**src/rtl/turfio_cin_tx_pkg.sv**
```systemverilog
// Shared constants and framing-state encoding for the TURFIO command-in transmitter.
package turfio_cin_tx_pkg;

   typedef logic [31:0] word_t;

   localparam word_t TRAIN_VALUE_DEF = 32'hA55A6996;
   localparam word_t IDLE_WORD       = 32'h00000000;
   localparam int    FRAME_LEN       = 8;
   localparam int    NIBBLE_W        = 4;
   localparam int    KW              = $clog2(FRAME_LEN);

   typedef enum logic [1:0] {
      ST_ALIGN = 2'd0,
      ST_TRAIN = 2'd1,
      ST_RUN   = 2'd2
   } state_t;

   // Nibble k of a word, LSB nibble first on the wire.
   function automatic logic [NIBBLE_W-1:0] word_nibble(input word_t w, input logic [KW-1:0] k);
      return w[k*NIBBLE_W +: NIBBLE_W];
   endfunction

endpackage

```
**src/rtl/turfio_cin_tx_if.sv**
```systemverilog
// Command push handshake between the command source and the transmitter.
interface turfio_cin_tx_if;
   import turfio_cin_tx_pkg::*;

   word_t command;
   logic  command_valid;
   logic  command_ready;

   modport master (output command, output command_valid, input command_ready);
   modport slave  (input command, input command_valid, output command_ready);

endinterface

```
**src/rtl/turfio_cin_tx_fifo.sv**
```systemverilog
// Synchronous command FIFO with registered empty/full/ready and sticky overflow.
module turfio_cin_tx_fifo
   import turfio_cin_tx_pkg::*;
#(
   parameter int DEPTH = 4
) (
   input  logic  clk_i,
   input  logic  rst_n_i,
   input  word_t wr_data_i,
   input  logic  wr_valid_i,
   output logic  wr_ready_o,
   input  logic  rd_i,
   output word_t rd_data_o,
   output logic  empty_o,
   output logic  overflow_o
);

   localparam int AW = $clog2(DEPTH);

   word_t       mem_q [DEPTH];
   logic [AW:0] wr_ptr_q, wr_ptr_d, rd_ptr_q, rd_ptr_d;
   logic        full_q, full_d, empty_q, ready_q, ovf_q;
   logic        push, pop;

   // Flags are registered, so a pop only frees a slot for pushes on the next cycle.
   assign push     = wr_valid_i && ready_q;
   assign pop      = rd_i && !empty_q;
   assign wr_ptr_d = wr_ptr_q + {{AW{1'b0}}, push};
   assign rd_ptr_d = rd_ptr_q + {{AW{1'b0}}, pop};
   assign full_d   = (wr_ptr_d[AW] != rd_ptr_d[AW]) && (wr_ptr_d[AW-1:0] == rd_ptr_d[AW-1:0]);

   always_ff @(posedge clk_i or negedge rst_n_i) begin
      if (!rst_n_i) begin
         wr_ptr_q <= '0;
         rd_ptr_q <= '0;
         full_q   <= 1'b0;
         empty_q  <= 1'b1;
         ready_q  <= 1'b0;
         ovf_q    <= 1'b0;
      end else begin
         wr_ptr_q <= wr_ptr_d;
         rd_ptr_q <= rd_ptr_d;
         full_q   <= full_d;
         empty_q  <= (wr_ptr_d == rd_ptr_d);
         ready_q  <= !full_d;
         ovf_q    <= ovf_q | (wr_valid_i & full_q);
      end
   end

   always_ff @(posedge clk_i) begin
      if (push) mem_q[wr_ptr_q[AW-1:0]] <= wr_data_i;
   end

   assign rd_data_o  = mem_q[rd_ptr_q[AW-1:0]];
   assign wr_ready_o = ready_q;
   assign empty_o    = empty_q;
   assign overflow_o = ovf_q;

endmodule

```
**src/rtl/turfio_cin_tx.sv**
```systemverilog
// Serialises 32-bit command/training words into 8 nibbles per clk_phase-aligned frame.
module turfio_cin_tx
   import turfio_cin_tx_pkg::*;
#(
   parameter word_t TRAIN_VALUE = TRAIN_VALUE_DEF,
   parameter int    FIFO_DEPTH  = 4,
   parameter logic  INV_DOUT    = 1'b0
) (
   input  logic                clk_i,
   input  logic                rst_n_i,
   input  logic                clk_phase_i,
   input  logic                train_i,
   turfio_cin_tx_if.slave      cmd_if,
   output logic [NIBBLE_W-1:0] dout_o,
   output logic                phase_ok_o,
   output logic                training_o,
   output logic                overflow_o
);

   state_t              state_q, state_d;
   logic [KW-1:0]       k_q, k_d;
   word_t               word_q, word_d, fifo_head;
   logic [NIBBLE_W-1:0] dout_q, dout_d;
   logic                ok_q, ok_d, seen_q, seen_d;
   logic                fifo_empty, pop, boundary, at_end;

   turfio_cin_tx_fifo #(.DEPTH(FIFO_DEPTH)) u_fifo (
      .clk_i      (clk_i),
      .rst_n_i    (rst_n_i),
      .wr_data_i  (cmd_if.command),
      .wr_valid_i (cmd_if.command_valid),
      .wr_ready_o (cmd_if.command_ready),
      .rd_i       (pop),
      .rd_data_o  (fifo_head),
      .empty_o    (fifo_empty),
      .overflow_o (overflow_o)
   );

   assign at_end = (k_q == KW'(FRAME_LEN - 1));
   assign k_d    = clk_phase_i ? '0 : k_q + KW'(1);

   always_comb begin
      state_d  = state_q;
      word_d   = word_q;
      pop      = 1'b0;
      ok_d     = ok_q;
      seen_d   = seen_q;
      // A phase pulse always starts a new frame, truncating any frame in flight.
      boundary = clk_phase_i || ((state_q != ST_ALIGN) && at_end);
      if (boundary) begin
         if (train_i) begin
            state_d = ST_TRAIN;
            word_d  = TRAIN_VALUE;
         end else begin
            state_d = ST_RUN;
            pop     = !fifo_empty;
            word_d  = fifo_empty ? IDLE_WORD : fifo_head;
         end
      end
      dout_d = (state_d == ST_ALIGN) ? '0 : (word_nibble(word_d, k_d) ^ {NIBBLE_W{INV_DOUT}});

      // Lock needs two pulses exactly one frame apart; any early or missing pulse drops it.
      if (clk_phase_i) begin
         seen_d = 1'b1;
         if (!at_end)     ok_d = 1'b0;
         else if (seen_q) ok_d = 1'b1;
      end else if (at_end) begin
         ok_d   = 1'b0;
         seen_d = 1'b0;
      end
   end

   always_ff @(posedge clk_i or negedge rst_n_i) begin
      if (!rst_n_i) begin
         state_q <= ST_ALIGN;
         k_q     <= '0;
         word_q  <= IDLE_WORD;
         dout_q  <= '0;
         ok_q    <= 1'b0;
         seen_q  <= 1'b0;
      end else begin
         state_q <= state_d;
         k_q     <= k_d;
         word_q  <= word_d;
         dout_q  <= dout_d;
         ok_q    <= ok_d;
         seen_q  <= seen_d;
      end
   end

   assign dout_o     = dout_q;
   assign phase_ok_o = ok_q;
   assign training_o = (state_q == ST_TRAIN);

endmodule

```
**src/flat_wrapper.sv**
```systemverilog
// flat-port wrapper written by rule: the top's interface ports become plain ports
module turfio_cin_tx_flat import turfio_cin_tx_pkg::*;
#(
   parameter word_t TRAIN_VALUE = TRAIN_VALUE_DEF,
   parameter int    FIFO_DEPTH  = 4,
   parameter logic  INV_DOUT    = 1'b0
)
  (clk_i, rst_n_i, clk_phase_i, train_i, dout_o, phase_ok_o, training_o, overflow_o, cmd_if_command, cmd_if_command_valid, cmd_if_command_ready);
  turfio_cin_tx_if cmd_if_i ();
  input  logic clk_i;
  input  logic rst_n_i;
  input  logic clk_phase_i;
  input  logic train_i;
  output logic [NIBBLE_W-1:0] dout_o;
  output logic phase_ok_o;
  output logic training_o;
  output logic overflow_o;
  input wire logic [$bits(cmd_if_i.command)-1:0] cmd_if_command;
  input wire logic [$bits(cmd_if_i.command_valid)-1:0] cmd_if_command_valid;
  output wire logic [$bits(cmd_if_i.command_ready)-1:0] cmd_if_command_ready;
  assign cmd_if_i.command = cmd_if_command;
  assign cmd_if_i.command_valid = cmd_if_command_valid;
  assign cmd_if_command_ready = cmd_if_i.command_ready;
  turfio_cin_tx #(.TRAIN_VALUE(TRAIN_VALUE), .FIFO_DEPTH(FIFO_DEPTH), .INV_DOUT(INV_DOUT)) u_core (.clk_i(clk_i), .rst_n_i(rst_n_i), .clk_phase_i(clk_phase_i), .train_i(train_i), .cmd_if(cmd_if_i), .dout_o(dout_o), .phase_ok_o(phase_ok_o), .training_o(training_o), .overflow_o(overflow_o));
endmodule
```
**config.mk**
```make
export PLATFORM = sky130hd
export DESIGN_NAME = turfio_cin_tx_flat
export DESIGN_NICKNAME = d
export VERILOG_FILES = /design/src/rtl/turfio_cin_tx_pkg.sv /design/src/rtl/turfio_cin_tx_if.sv /design/src/rtl/turfio_cin_tx_fifo.sv /design/src/rtl/turfio_cin_tx.sv /design/src/flat_wrapper.sv
export SDC_FILE = /design/constraint.sdc
export NUM_CORES = 1
export LEC_CHECK = 0
export CAP_MARGIN = 10
export CELL_PAD_IN_SITES_DETAIL_PLACEMENT = 1
export CELL_PAD_IN_SITES_GLOBAL_PLACEMENT = 2
export CORE_MARGIN = 3
export CORE_UTILIZATION = 45
export DETAILED_ROUTE_END_ITERATION = 7
export DONT_BUFFER_PORTS = 1
export GPL_TIMING_DRIVEN = 0
export PLACE_DENSITY = 0.81
export SLEW_MARGIN = 20
export SYNTH_ARGS = -nofsm -noshare
export SYNTH_HDL_FRONTEND = slang
export SYNTH_SLANG_ARGS = --single-unit
export TNS_END_PERCENT = 20
```
**constraint.sdc**
```tcl
create_clock -name clk_i -period 7.05 [get_ports clk_i]
set_clock_uncertainty 0.1 [all_clocks]
set_input_delay 1.41 -clock clk_i [delete_from_list [all_inputs] [get_ports clk_i]]
set_output_delay 1.41 -clock clk_i [all_outputs]
set_load 0.01 [all_outputs]
```
---- After elaboration in Yosys (flattened, before gate mapping) ----
Memories as Yosys holds them, arrays and structs flattened.
Cells that the tools add are included.
operators by class
  eq/ne operators ......................... 6
  bitwise operators ....................... 2
  mux-type cells .......................... 16
  add/subtract/negate cells ............... 3
  shifts and indexed selects .............. 1
  reductions and logical operators ........ 11
operators with widths
  operator                                                         number
  32-bit two-way mux                                               3
  32-bit by 6-bit variable part select with 4-bit output           1
  1-bit two-way mux                                                9
  3-bit by 1-bit adder with 3-bit output                           2
  1-bit logical AND                                                4
  2-bit two-way mux                                                2
  4-bit two-way mux                                                1
  2-bit nonzero test                                               2
  3-bit by 1-bit adder with 3-bit output, second input constant    1
  3-bit == test                                                    1
  3-bit == test, second input constant                             1
  3-bit two-way mux                                                1
  3-bit by 2-bit != test with 1-bit output, second input constant  1
  2-bit by 1-bit == test with 1-bit output, second input constant  1
  2-bit == test                                                    1
  1-bit logical NOT                                                2
  2-bit logical NOT                                                1
  2-bit AND reduction                                              1
  1-bit bitwise AND                                                1
  1-bit logical OR                                                 1
  1-bit != test                                                    1
  1-bit bitwise OR                                                 1
word-level totals
  logic and storage cells ................. 52
  memories ................................ 1
  memory bits (writable) .................. 128
  bits of input ports ..................... 37
  bits in registers ....................... 53
memories
  memory               depth  bits a word  rd ports  clocked after memory_dff  write ports  line                      text
  u_core.u_fifo.mem_q  4      32           1         0                         1            turfio_cin_tx_fifo.sv:20  word_t mem_q [DEPTH];

---- Logic depth before layout (Yosys ltp) ----
Gate-level depths: netlist of run 1.
  depth after elaboration ................. 9
  mapped depth ............................ 12
  gate-level depth less buffers ........... 11

---- Cells and area by module ----
From an unflattened synthesis of run 1, not the netlist that was laid out.
unflattened totals
  cells, all modules ...................... 485
  area total of the unflattened synthesis .. 7,542.2 µm²
by module, submodules not included
  module              times used  cells each  area an instance (µm²)
  turfio_cin_tx_fifo  1           198         5,069.9
  turfio_cin_tx       1           287         2,472.4

---- Worst setup path after synthesis of run 1 ----
OpenSTA, ideal clock, no wires.
  path type ............................... input to register
  start point ............................. input port cmd_if_command_valid
  end point ............................... memory u_core.u_fifo.mem_q[1][0] (netlist bit), enable pin
  arrival ................................. 3.911 ns
  cell stages on the path ................. 2
  path slack .............................. 2.571 ns
  buffers on the path ..................... 0
  required time ........................... 6.482 ns
  cells stage by stage .................... nand2_1 > nor3b_1
between the ends
  longest elaborated chain between the ends .. 3
ends and longest elaborated chain
  item                                     line                      text
  start, declared                          flat_wrapper.sv:19        input wire logic [$bits(cmd_if_i.command_valid)-1:0] cmd_if_command_valid;
  1-bit logical AND                        turfio_cin_tx_fifo.sv:26  assign push = wr_valid_i && ready_q;
  1-bit two-way mux                        turfio_cin_tx_fifo.sv:51  if (push) mem_q[wr_ptr_q[AW-1:0]] <= wr_data_i;
  1-bit two-way mux (implied by the code)  turfio_cin_tx_fifo.sv:51
  end, declared                            turfio_cin_tx_fifo.sv:20
Every way passes these cells.

---- Worst setup path after layout of run 1 ----
  start point ............................. input port train_i
  end point ............................... register u_core.u_fifo.ready_q, in the netlist u_core.u_fifo.wr_ready_o
between the ends
  longest elaborated chain between the ends .. 7
  elaborated cells between the ends (all ways) .. 8
  classes of those cells .................. add/sub: 1; eq/ne: 2; mux: 2; reduce/logical: 3
ends and longest elaborated chain
  item                                    line                      text
  start, declared                         flat_wrapper.sv:13        input logic train_i;
  1-bit two-way mux                       turfio_cin_tx.sv:51       if (train_i) begin
  1-bit two-way mux                       turfio_cin_tx.sv:50       if (boundary) begin
  1-bit logical AND                       turfio_cin_tx_fifo.sv:27  assign pop = rd_i && !empty_q;
  3-bit by 1-bit adder with 3-bit output  turfio_cin_tx_fifo.sv:29  assign rd_ptr_d = rd_ptr_q + {{AW{1'b0}}, pop};
  net u_core.u_fifo.rd_ptr_d[2]           turfio_cin_tx_fifo.sv:21  logic [AW:0] wr_ptr_q, wr_ptr_d, rd_ptr_q, rd_ptr_d;
  1-bit != test                           turfio_cin_tx_fifo.sv:30  assign full_d = (wr_ptr_d[AW] != rd_ptr_d[AW]) && (wr_ptr_d[AW-1:0] == rd_ptr_d[AW-1:0]);
  1-bit logical AND                       turfio_cin_tx_fifo.sv:30
  1-bit logical NOT                       turfio_cin_tx_fifo.sv:45  ready_q <= !full_d;
  end signal, assigned                    turfio_cin_tx_fifo.sv:45
  end, declared                           turfio_cin_tx_fifo.sv:22  logic full_q, full_d, empty_q, ready_q, ovf_q;
The timed path passes the listed nets, and every way through them passes these cells.
A chain may end at the register's enable or synchronous reset.

==> impl_metrics.tcl, run 1 <==
set metrics [dict create \
    status "finished clean" \
    path_buf_inv 3 \
    drt_wl_total_um 15600 \
    clock_sinks 181 \
    synth_flop_cell "edfxtp_1" \
    pwr-share-seq_pct 45.3 \
    yosysMostFrequentCell "edfxtp_1" \
    ys_types 55 \
    die_area_sq_mm 0.0173 \
    netlist_top_cells_count "edfxtp_1 (128), dfrtp_1 (52), nor2_1 (25)" \
    synth.area.top_cells "edfxtp_1 (54%), dfrtp_1 (18%), mux4_2 (5.7%), mux2i_1 (3.1%), a22o_1 (2.1%)" \
    ctsHoldBuffers 0 \
    numCtsBuffers 17 \
    htree_levels 4 \
    clkSlewWorstSetupHoldPaths_ps 60 \
    netlist.area_leader.share_pct 54.2 \
    yosys.area.top_type "edfxtp_1" \
    fmax_mhz 272 \
    post_cts_buffers 0 \
    syn_to_final_growth_pct 14.1 \
    p_sw_uw 949 \
    drc 0 \
    cts_buffer_depth 2 \
    ir_drop_mv 0.197 \
    combPwrFrac_pct 25.6 \
    place_congestion 0.845 \
    antenna_left 0 \
    maxSlewHeadroom_pct 49.6 \
    tightest_slew_ps 750 \
    first_pass_iters 4 \
    drt-vias-per-instance 5.66 \
    rsz0062_at_grt "no" \
    synthCells 418 \
    intPower_uw 2310 \
    leakagePower_uw 0.00294 \
    ys_seq_area_share_pct 73.0 \
    layout-drive-gt1-share_pct 18.1 \
    path_cells "clkbuf_1 > nor2_1 > o21ai_0 > inv_1 > buf_1 > ha_1 > ha_1 > xor2_1 > xor2_1 > nand3_1" \
    power_frac_clock_pct 29.1 \
    critPathKind "input port to register" \
    syn_nets 461 \
    hold_viol_final 0 \
    hold_path.class "register to register" \
    critical_path_required_ps 7230 \
    yosys_warnings 0 \
    maxCapViolCount 0 \
    grt-ovfl-total 0 \
    cts_tree "built" \
    swShare_pct 29.1 \
    holdWs_ps 348 \
    track_usage_pct 19.0 \
    die_w_um 131 \
    syn_area_sq_mm 0.00709 \
    drt_iter0_drc 212 \
    critPathMaxStageDelay_ps 450 \
    setup_viol 0 \
    grt_pass1_wl_um 24700 \
    dp_hpwl_um 10800 \
    nNetsFinal 493 \
    finalSetupTns_ps 0 \
    synth_seq_cells 181 \
    power_density_mw_per_mm2 403 \
    initial_core_util_pct 46.3 \
    cpMaxStageDelayCell "clkbuf_1" \
    synthArstFlopShare_pct 29.3 \
    period_needed_ps 3680 \
    cts_root_buf "clkbuf_16" \
    vias 3814 \
    synth_enable_flop_cells 128 \
    placementRows 45 \
    cts_resized 0 \
    io_buffers 0 \
    grt_pass1_vias 4249 \
    end_kind "register" \
    worstPathMaxFanout 10 \
    antenna_found_initial 0 \
    clkLatencyLatePin_ps 440 \
    finalMaxSlewViolations 0 \
    num_io_pins 45 \
    routedWlPerCell_um 23.1 \
    coreArea_sq_mm 0.0153 \
    die_h_um 131 \
    critPathTopFamily "buffers and inverters" \
    fin_crit_sh_pct 52.2 \
    avgSynthCellArea_sq_um 17.0 \
    crit_arrival_ps 3860 \
    grt_max_degree 54 \
    crit_path_start_kind "input port" \
    antenna_cells 0 \
]
-- worst reg2reg max path, delay by kind of cell (launching register included) --
kind / cells / cell delay, ps
xor gates and xnor gates: 2 / 470
buffers and inverters: 2 / 590
DFF: 1 / 440
and+or+nand+nor: 1 / 140
adders and majority gates: 4 / 990
AOI/OAI and AO/OA: 2 / 580
-- metal layers --
| metal | part of all wire, % | track usage, % | vias up |
|---|---|---|---|
| met1 | 42 | 23.7 | 2026 |
| met3 | 4.4 | 5.36 | 15 |
| met2 | 52 | 32.1 | 73 |
| met5 | 0 | 0 | - |
| li1 | - | - | 1700 |
| met4 | 1.3 | 6.24 | 0 |
-- flip-flops by register name (all words and copies together), names as in the netlist --
name / count
u_core.seen_q: 1
u_core.u_fifo.rd_ptr_q: 3
u_core.state_q: 2
u_core.word_q: 32
u_core.k_q: 3
u_core.phase_ok_o: 1
u_core.u_fifo.empty_o: 1
u_core.u_fifo.wr_ready_o: 1
u_core.u_fifo.overflow_o: 1
u_core.dout_o: 4
u_core.u_fifo.mem_q: 128
u_core.u_fifo.wr_ptr_q: 3
u_core.u_fifo.full_q: 1
-- per-stage QoR --
| step | std cells | util (%) | total power [uW] | setup slack, ps | cell area [sq um] |
|---|---|---|---|---|---|
| finish | 674 | 52.8 | 3260 | 3370 | 8080 |
| floorplan | 418 | - | 2050 | 2570 | 7090 |
| CTS | 674 | 52.8 | 3300 | 3430 | 8080 |
| global placement | 629 | 48.0 | 2270 | 423 | 7350 |
| detailed placement | 642 | 48.9 | 2340 | 2970 | 7490 |
| global route | 674 | 52.8 | 3420 | 3170 | 8080 |
-- final cells by class --
type | instances | area, sq um
clock inverter | 12 | 154
sequential | 181 | 5170
buffer | 19 | 98.8
tap | 211 | 264
clock buffer | 20 | 437
inverter | 10 | 37.5
timing repair buffer | 13 | 125
multi-input combinational | 208 | 1790
fill | 1456 | 7230
-- worst paths after layout --
path / slack [ps] / endpoint / cells after the start / start
max: 3370 / u_core.u_fifo.wr_ready_o / 10 / train_i
min: 350 / u_core.u_fifo.overflow_o / 1 / u_core.u_fifo.full_q
max reg2reg: 3590 / u_core.u_fifo.wr_ready_o / 11 / u_core.k_q[0]
min reg2reg: 350 / u_core.u_fifo.overflow_o / 1 / u_core.u_fifo.full_q
max in group asynchronous: 6090 / u_core.u_fifo.empty_o / 0 / rst_n_i
min in group asynchronous: 560 / u_core.state_q[1] / 0 / rst_n_i
-- power by group through the flow --
stage               clock, uW  sequential (uW)  combinational, uW
floorplan                   0             1470                576
global placement            0             1500                770
detailed placement          0             1500                841
CTS                       970             1480                851
global route             1020             1490                915
finish                    950             1480                835
-- logic make-up after synthesis --
family	after synthesis	synth area share [%]
adder cells (fa/ha/maj)	6	1.06
buffers and inverters	29	1.92
AO/OA/AOI/OAI	77	7.91
multiplexers	45	10.3
AND/OR/NAND/NOR	75	5.24
flip-flops	181	73.0
XOR/XNOR	5	0.618
-- cells in the final DEF, fill, tap and decap left out, drive strengths merged, types with 4 or more instances in the layout --
| cell | netlist | layout |
|---|---|---|
| buf | 11 | 24 |
| dfrtp | 52 | 52 |
| ha | 6 | 6 |
| inv | 10 | 13 |
| mux4 | 21 | 21 |
| o22ai | 7 | 7 |
| and2 | 4 | 4 |
| nor2 | 25 | 25 |
| o211ai | 5 | 5 |
| mux2i | 22 | 22 |
| a22o | 17 | 17 |
| clkbuf | 8 | 28 |
| edfxtp | 128 | 128 |
| o22a | 4 | 4 |
| nand2 | 16 | 16 |
| nor3 | 9 | 9 |
| a21oi | 10 | 10 |
| o21ai | 12 | 12 |
(Power assumes the default switching activity.)
==> run 2: changes to the inputs <==
--- a/config.mk
+++ b/config.mk
@@ -9,11 +9,11 @@
 export CELL_PAD_IN_SITES_DETAIL_PLACEMENT = 1
 export CELL_PAD_IN_SITES_GLOBAL_PLACEMENT = 2
 export CORE_MARGIN = 3
-export CORE_UTILIZATION = 45
+export CORE_UTILIZATION = 42
 export DETAILED_ROUTE_END_ITERATION = 7
 export DONT_BUFFER_PORTS = 1
 export GPL_TIMING_DRIVEN = 0
-export PLACE_DENSITY = 0.81
+export PLACE_DENSITY = 0.8
 export SLEW_MARGIN = 20
 export SYNTH_ARGS = -nofsm -noshare
 export SYNTH_HDL_FRONTEND = slang
==> constraint.sdc (replaced) <==
create_clock -name clk_i -period 3.2 [get_ports clk_i]
set_clock_uncertainty 0.1 [all_clocks]
set_input_delay 0.64 -clock clk_i [delete_from_list [all_inputs] [get_ports clk_i]]
set_output_delay 0.64 -clock clk_i [all_outputs]
set_load 0.01 [all_outputs]
==> impl_metrics.tcl, run 2 (synthesis results as in run 1) <==
set metrics [dict create \
    whs_path_depth 0 \
    power_frac_clock_pct 26.7 \
    drt_iter0_drc 246 \
    ir_drop_mv 0.404 \
    grt_pass1_vias 4110 \
    p_sw_uw 2070 \
    layout-drive-gt1-share_pct 19.4 \
    antenna_left 0 \
    syn_to_final_growth_pct 14.4 \
    period_needed_ps 2940 \
    r2r-start "u_core.k_q[0]" \
    critPathKind "register to register" \
    critical_path_required_ps 3410 \
    worstPathMaxFanout 6 \
    placementRows 46 \
    setup_viol 0 \
    intPower_uw 4860 \
    fmax_mhz 340 \
    path_cells "ha_1 > ha_1 > o21a_1 > o21ai_2 > clkinvlp_4 > buf_4 > buf_4 > a22o_1 > a22oi_1 > o211ai_1 > o211a_1" \
    num_io_pins 45 \
    tightest_slew_ps 751 \
    die_w_um 136 \
    nNetsFinal 498 \
    hold_start "cmd_if_command[11]" \
    multi_input_area_sq_mm 0.00180 \
    combPwrFrac_pct 26.5 \
    mostFrequentLayoutCell "edfxtp_1" \
    end_kind "register" \
    rsz0062_at_grt "no" \
    track_usage_pct 17.7 \
    finalMaxSlewViolations 0 \
    hold_path.class "input port to register" \
    coreArea_sq_mm 0.0162 \
    drc 0 \
    rrSetupSlack_ps 260 \
    htree_levels 4 \
    cts_root_buf "clkbuf_16" \
    maxCapViolCount 0 \
    reg2reg_to "u_core.dout_o[1]" \
    status "finished clean" \
    io_buffers 0 \
    grt_pass1_wl_um 23900 \
    die_h_um 136 \
    min_to "u_core.u_fifo.mem_q[2][11]" \
    dp_hpwl_um 10700 \
    seqCellArea_sq_mm 0.00517 \
    antenna_found_initial 0 \
    power_uw 6930 \
    drt-vias-per-instance 5.54 \
    crit_arrival_ps 3150 \
    routedWlPerCell_um 22.3 \
    num-fill-cells 1514 \
    swShare_pct 29.8 \
    cpMaxStageDelayCell "dfrtp_1" \
    grt-ovfl-total 0 \
    grt_max_degree 54 \
    reg2reg_depth 11 \
    pwr-share-seq_pct 46.8 \
    critPathMaxStageDelay_ps 440 \
    die_area_sq_mm 0.0185 \
    cts_tree "built" \
    final_cell_mix "edfxtp_1 (128), dfrtp_1 (52), nor2_1 (24), mux2i_1 (22), mux4_2 (18)" \
    maxSlewHeadroom_pct 49.7 \
    clock_sinks 181 \
    final_util_pct 50.1 \
    largest_register_ffs 128 \
    initial_core_util_pct 43.8 \
    hold_viol_final 0 \
    drt_wl_total_um 15300 \
    power_density_mw_per_mm2 856 \
    vias 3787 \
    place_congestion 0.897 \
    numCtsBuffers 17 \
    first_pass_iters 4 \
    crit_path_start_kind "register" \
    antenna_cells 0 \
    cts_buffer_depth 2 \
    clkSlewWorstSetupHoldPaths_ps 70 \
    leakagePower_uw 0.00292 \
    clkLatencyLatePin_ps 430 \
    fin_crit_sh_pct 91.8 \
]
==> run 2: changes by cell type in the layout (fill, tap and decap cells not counted), sizes merged <==
cell,previous run,this run
clkinvlp,3,8
buf,24,28
clkinv,3,5
bufinv,3,0
inv,13,10
clkbuf,28,27
dlygate4sd3,0,1
==> run 2: how the worst max path moves through the flow <==
stage,from,endpoint,depth (start not counted)
2_1_floorplan,cmd_if_command_valid,u_core.u_fifo.mem_q[1][0],2
3_3_place_gp,cmd_if_command_valid,u_core.u_fifo.mem_q[1][25],2
3_5_place_dp,u_core.k_q[0],u_core.u_fifo.wr_ready_o,11
4_1_cts,u_core.k_q[0],u_core.u_fifo.wr_ready_o,10
5_1_grt,u_core.k_q[0],u_core.dout_o[0],10
6_report,u_core.k_q[0],u_core.dout_o[1],11
==> run 2: layout make-up <==
cell class / instances / share of cell area, %
flip-flops and latches: 181 / 63.8
clock buffers: 19 / 5.34
plain buffers: 18 / 1.17
clock inverters: 13 / 1.05
well taps: 216 / 3.33
inverters: 10 / 0.509
multi-input cells: 208 / 22.2
repair buffers: 19 / 2.56
==> run 2: metal layers <==
layer | track usage (%) | part of all wire, % | up-vias
li1 | - | - | 1711
met1 | 22.3 | 42 | 1979
met2 | 29.3 | 51 | 77
met3 | 4.29 | 4.2 | 20
met4 | 8.06 | 2.4 | 0
met5 | 0 | 0 | -
==> run 2: repair_timing <==
item	4_1_cts	5_1_grt
pin swaps	0	0
hold endpoints to repair	53	0
setup endpoints to repair	4	5
buffers inserted	0	4
hold buffers	2	0
resized for setup	1	3
==> run 2: metrics by stage <==
step	hold WS, ps	std cells	instance area, sq um	setup TNS [ps]	setup WS (ps)
detailed placement	246	647	7510	-655	-267
CTS	178	680	8060	0	71.2
global placement	247	634	7360	-235670	-2590
finish	194	684	8100	0	261
floorplan	244	418	7090	-41580	-509
global route	174	684	8100	0	43.6
==> run 2: power groups by stage <==
stage               Clock (uW)  Sequential [uW]  Combinational [uW]
floorplan                    0             3250                1270
global placement             0             3300                1690
detailed placement           0             3290                1840
CTS                       1880             3250                1870
global route              1980             3280                2010
finish                    1850             3250                1840
==> run 2: critical path: cells and delay by family, from the launching register on <==
kind                       cells  cell delay, ps
buffers and inverters          3             530
DFF                            1             440
adders and majority gates      2             470
AOI/OAI and AO/OA              6            1270
==> run 3: changes to the inputs <==
--- a/config.mk
+++ b/config.mk
@@ -13,7 +13,7 @@
 export DETAILED_ROUTE_END_ITERATION = 7
 export DONT_BUFFER_PORTS = 1
 export GPL_TIMING_DRIVEN = 0
-export PLACE_DENSITY = 0.8
+export PLACE_DENSITY = 0.78
 export SLEW_MARGIN = 20
 export SYNTH_ARGS = -nofsm -noshare
 export SYNTH_HDL_FRONTEND = slang
==> impl_metrics.tcl, run 3 (synthesis results as in run 1) <==
set metrics [dict create \
    status "finished clean" \
    hold_path.class "input port to register" \
    end_kind "register" \
    mostFrequentLayoutCell "edfxtp_1" \
    drt_wl_total_um 15300 \
    antenna_found_initial 0 \
    multi_input_area_sq_mm 0.00179 \
    numCtsBuffers 17 \
    combPwrFrac_pct 25.8 \
    nNetsFinal 494 \
    clock_sinks 181 \
    rrSetupSlack_ps 60 \
    grt_pass1_wl_um 24400 \
    track_usage_pct 18.2 \
    period_needed_ps 3140 \
    die_h_um 136 \
    dp_slack_ps -291 \
    holdWs_ps 197 \
    critPathKind "register to register" \
    pwr-share-seq_pct 45.6 \
    post_cts_buffers 0 \
    intPower_uw 5090 \
    largest_register_ffs 128 \
    reg2reg_depth 10 \
    drt-vias-per-instance 5.47 \
    crit_path_start_kind "register" \
    fin_cells 680 \
    antenna_cells 0 \
    layout-drive-gt1-share_pct 17.5 \
    fmax_mhz 318 \
    cts_root_buf "clkbuf_16" \
    hold_start "cmd_if_command[19]" \
    tightest_slew_ps 793 \
    hold_viol_final 0 \
    reg2reg_to "u_core.dout_o[0]" \
    p_sw_uw 2020 \
    whs_path_depth 0 \
    clkSlewWorstSetupHoldPaths_ps 70 \
    routedWlPerCell_um 22.6 \
    die_area_sq_mm 0.0185 \
    drc 0 \
    worstPathMaxFanout 10 \
    cts_tree "built" \
    dp.cells 647 \
    maxCapViolCount 0 \
    power_uw 7120 \
    power_frac_clock_pct 28.6 \
    num_io_pins 45 \
    final_cell_mix "edfxtp_1 (128), dfrtp_1 (52), nor2_1 (25), mux2i_1 (22), mux4_2 (18)" \
    first_pass_iters 4 \
    initial_core_util_pct 43.8 \
    leakagePower_uw 0.00295 \
    swShare_pct 28.4 \
    crit_arrival_ps 3340 \
    grt_pass1_vias 4206 \
    maxSlewHeadroom_pct 46.7 \
    power_density_mw_per_mm2 876 \
    dp_hpwl_um 10800 \
    io_buffers 0 \
    finalWorstSetupSlack_ps 59.9 \
    grt_max_degree 54 \
    critical_path_required_ps 3400 \
    cts_buffer_depth 2 \
    vias 3718 \
    num-fill-cells 1486 \
    die_w_um 136 \
    htree_levels 4 \
    placementRows 46 \
    fin_crit_sh_pct 98.1 \
    drt_iter0_drc 191 \
    finalMaxSlewViolations 0 \
    place_congestion 0.864 \
    min_to "u_core.u_fifo.mem_q[3][19]" \
    coreArea_sq_mm 0.0162 \
    ir_drop_mv 0.456 \
    rsz0062_at_grt "yes" \
    r2r-start "u_core.k_q[0]" \
    seqCellArea_sq_mm 0.00517 \
    clkLatencyLatePin_ps 430 \
    grt-ovfl-total 0 \
    antenna_left 0 \
    setup_viol 0 \
    syn_to_final_growth_pct 14.6 \
]
==> run 3: changes by cell type in the layout (fill, tap and decap cells not counted), sizes merged <==
cell,before,now
clkbuf,27,29
buf,28,24
bufinv,0,3
clkinv,5,6
clkinvlp,8,2
==> run 3: layout make-up <==
cell class                 instances  area share, %
clock buffer                      21           5.42
buffer                            18           1.17
multi-input combinational        208           22.1
inverter                          10          0.462
tap                              216           3.33
clock inverter                    11           1.65
timing repair buffer              15           2.19
sequential                       181           63.7
==> run 3: worst max-delay path: stages, from the launching register on <==
cell	delay, ps
dfrtp_1	440
ha_1	230
ha_1	240
o21a_1	190
nor2_1	480
buf_2	350
buf_2	280
nor3_1	80
nor2_1	150
a21oi_1	100
a211oi_1	370
==> run 3: worst max path at each step <==
| stage | end | from | depth (start not counted) |
|---|---|---|---|
| detailed placement | u_core.u_fifo.wr_ready_o | u_core.k_q[0] | 11 |
| finish | u_core.dout_o[0] | u_core.k_q[0] | 10 |
| global route | u_core.u_fifo.wr_ready_o | u_core.k_q[0] | 10 |
| global placement | u_core.u_fifo.mem_q[1][16] | cmd_if_command_valid | 2 |
| CTS | u_core.dout_o[0] | u_core.k_q[0] | 10 |
| floorplan | u_core.u_fifo.mem_q[1][0] | cmd_if_command_valid | 2 |
==> run 3: power by group through the flow <==
stage	clock network, uW	registers, uW	logic (uW)
2_1_floorplan	0	3250	1270
3_3_place_gp	0	3300	1700
3_5_place_dp	0	3290	1850
4_1_cts	2090	3250	1880
5_1_grt	2190	3290	2030
6_report	2030	3250	1840
==> run 3: what timing repair did <==
| item | 4_1_cts | 5_1_grt |
|---|---|---|
| setup endpoints to repair | 4 | 3 |
| resized for setup | 2 | 0 |
| hold buffers | 2 | 0 |
| endpoints found under the hold margin | 53 | 0 |
==> run 3: routing by layer <==
metal  GRT usage (%)  vias up  routed length [um]
met5               0        -                   0
met4            6.05        0                 175
met3            4.77       17                 689
met2            30.4       70                7900
met1            23.3     1932                6570
li1                -     1699                   -
==> run 3: through the flow <==
stage	area, sq um	TNS [ps]	utilization, %
3_5_place_dp	7510	-733	46.4
6_report	8120	0	50.2
5_1_grt	8120	-361	50.2
2_1_floorplan	7090	-41580	-
3_3_place_gp	7360	-239750	45.5
4_1_cts	8120	0	50.2
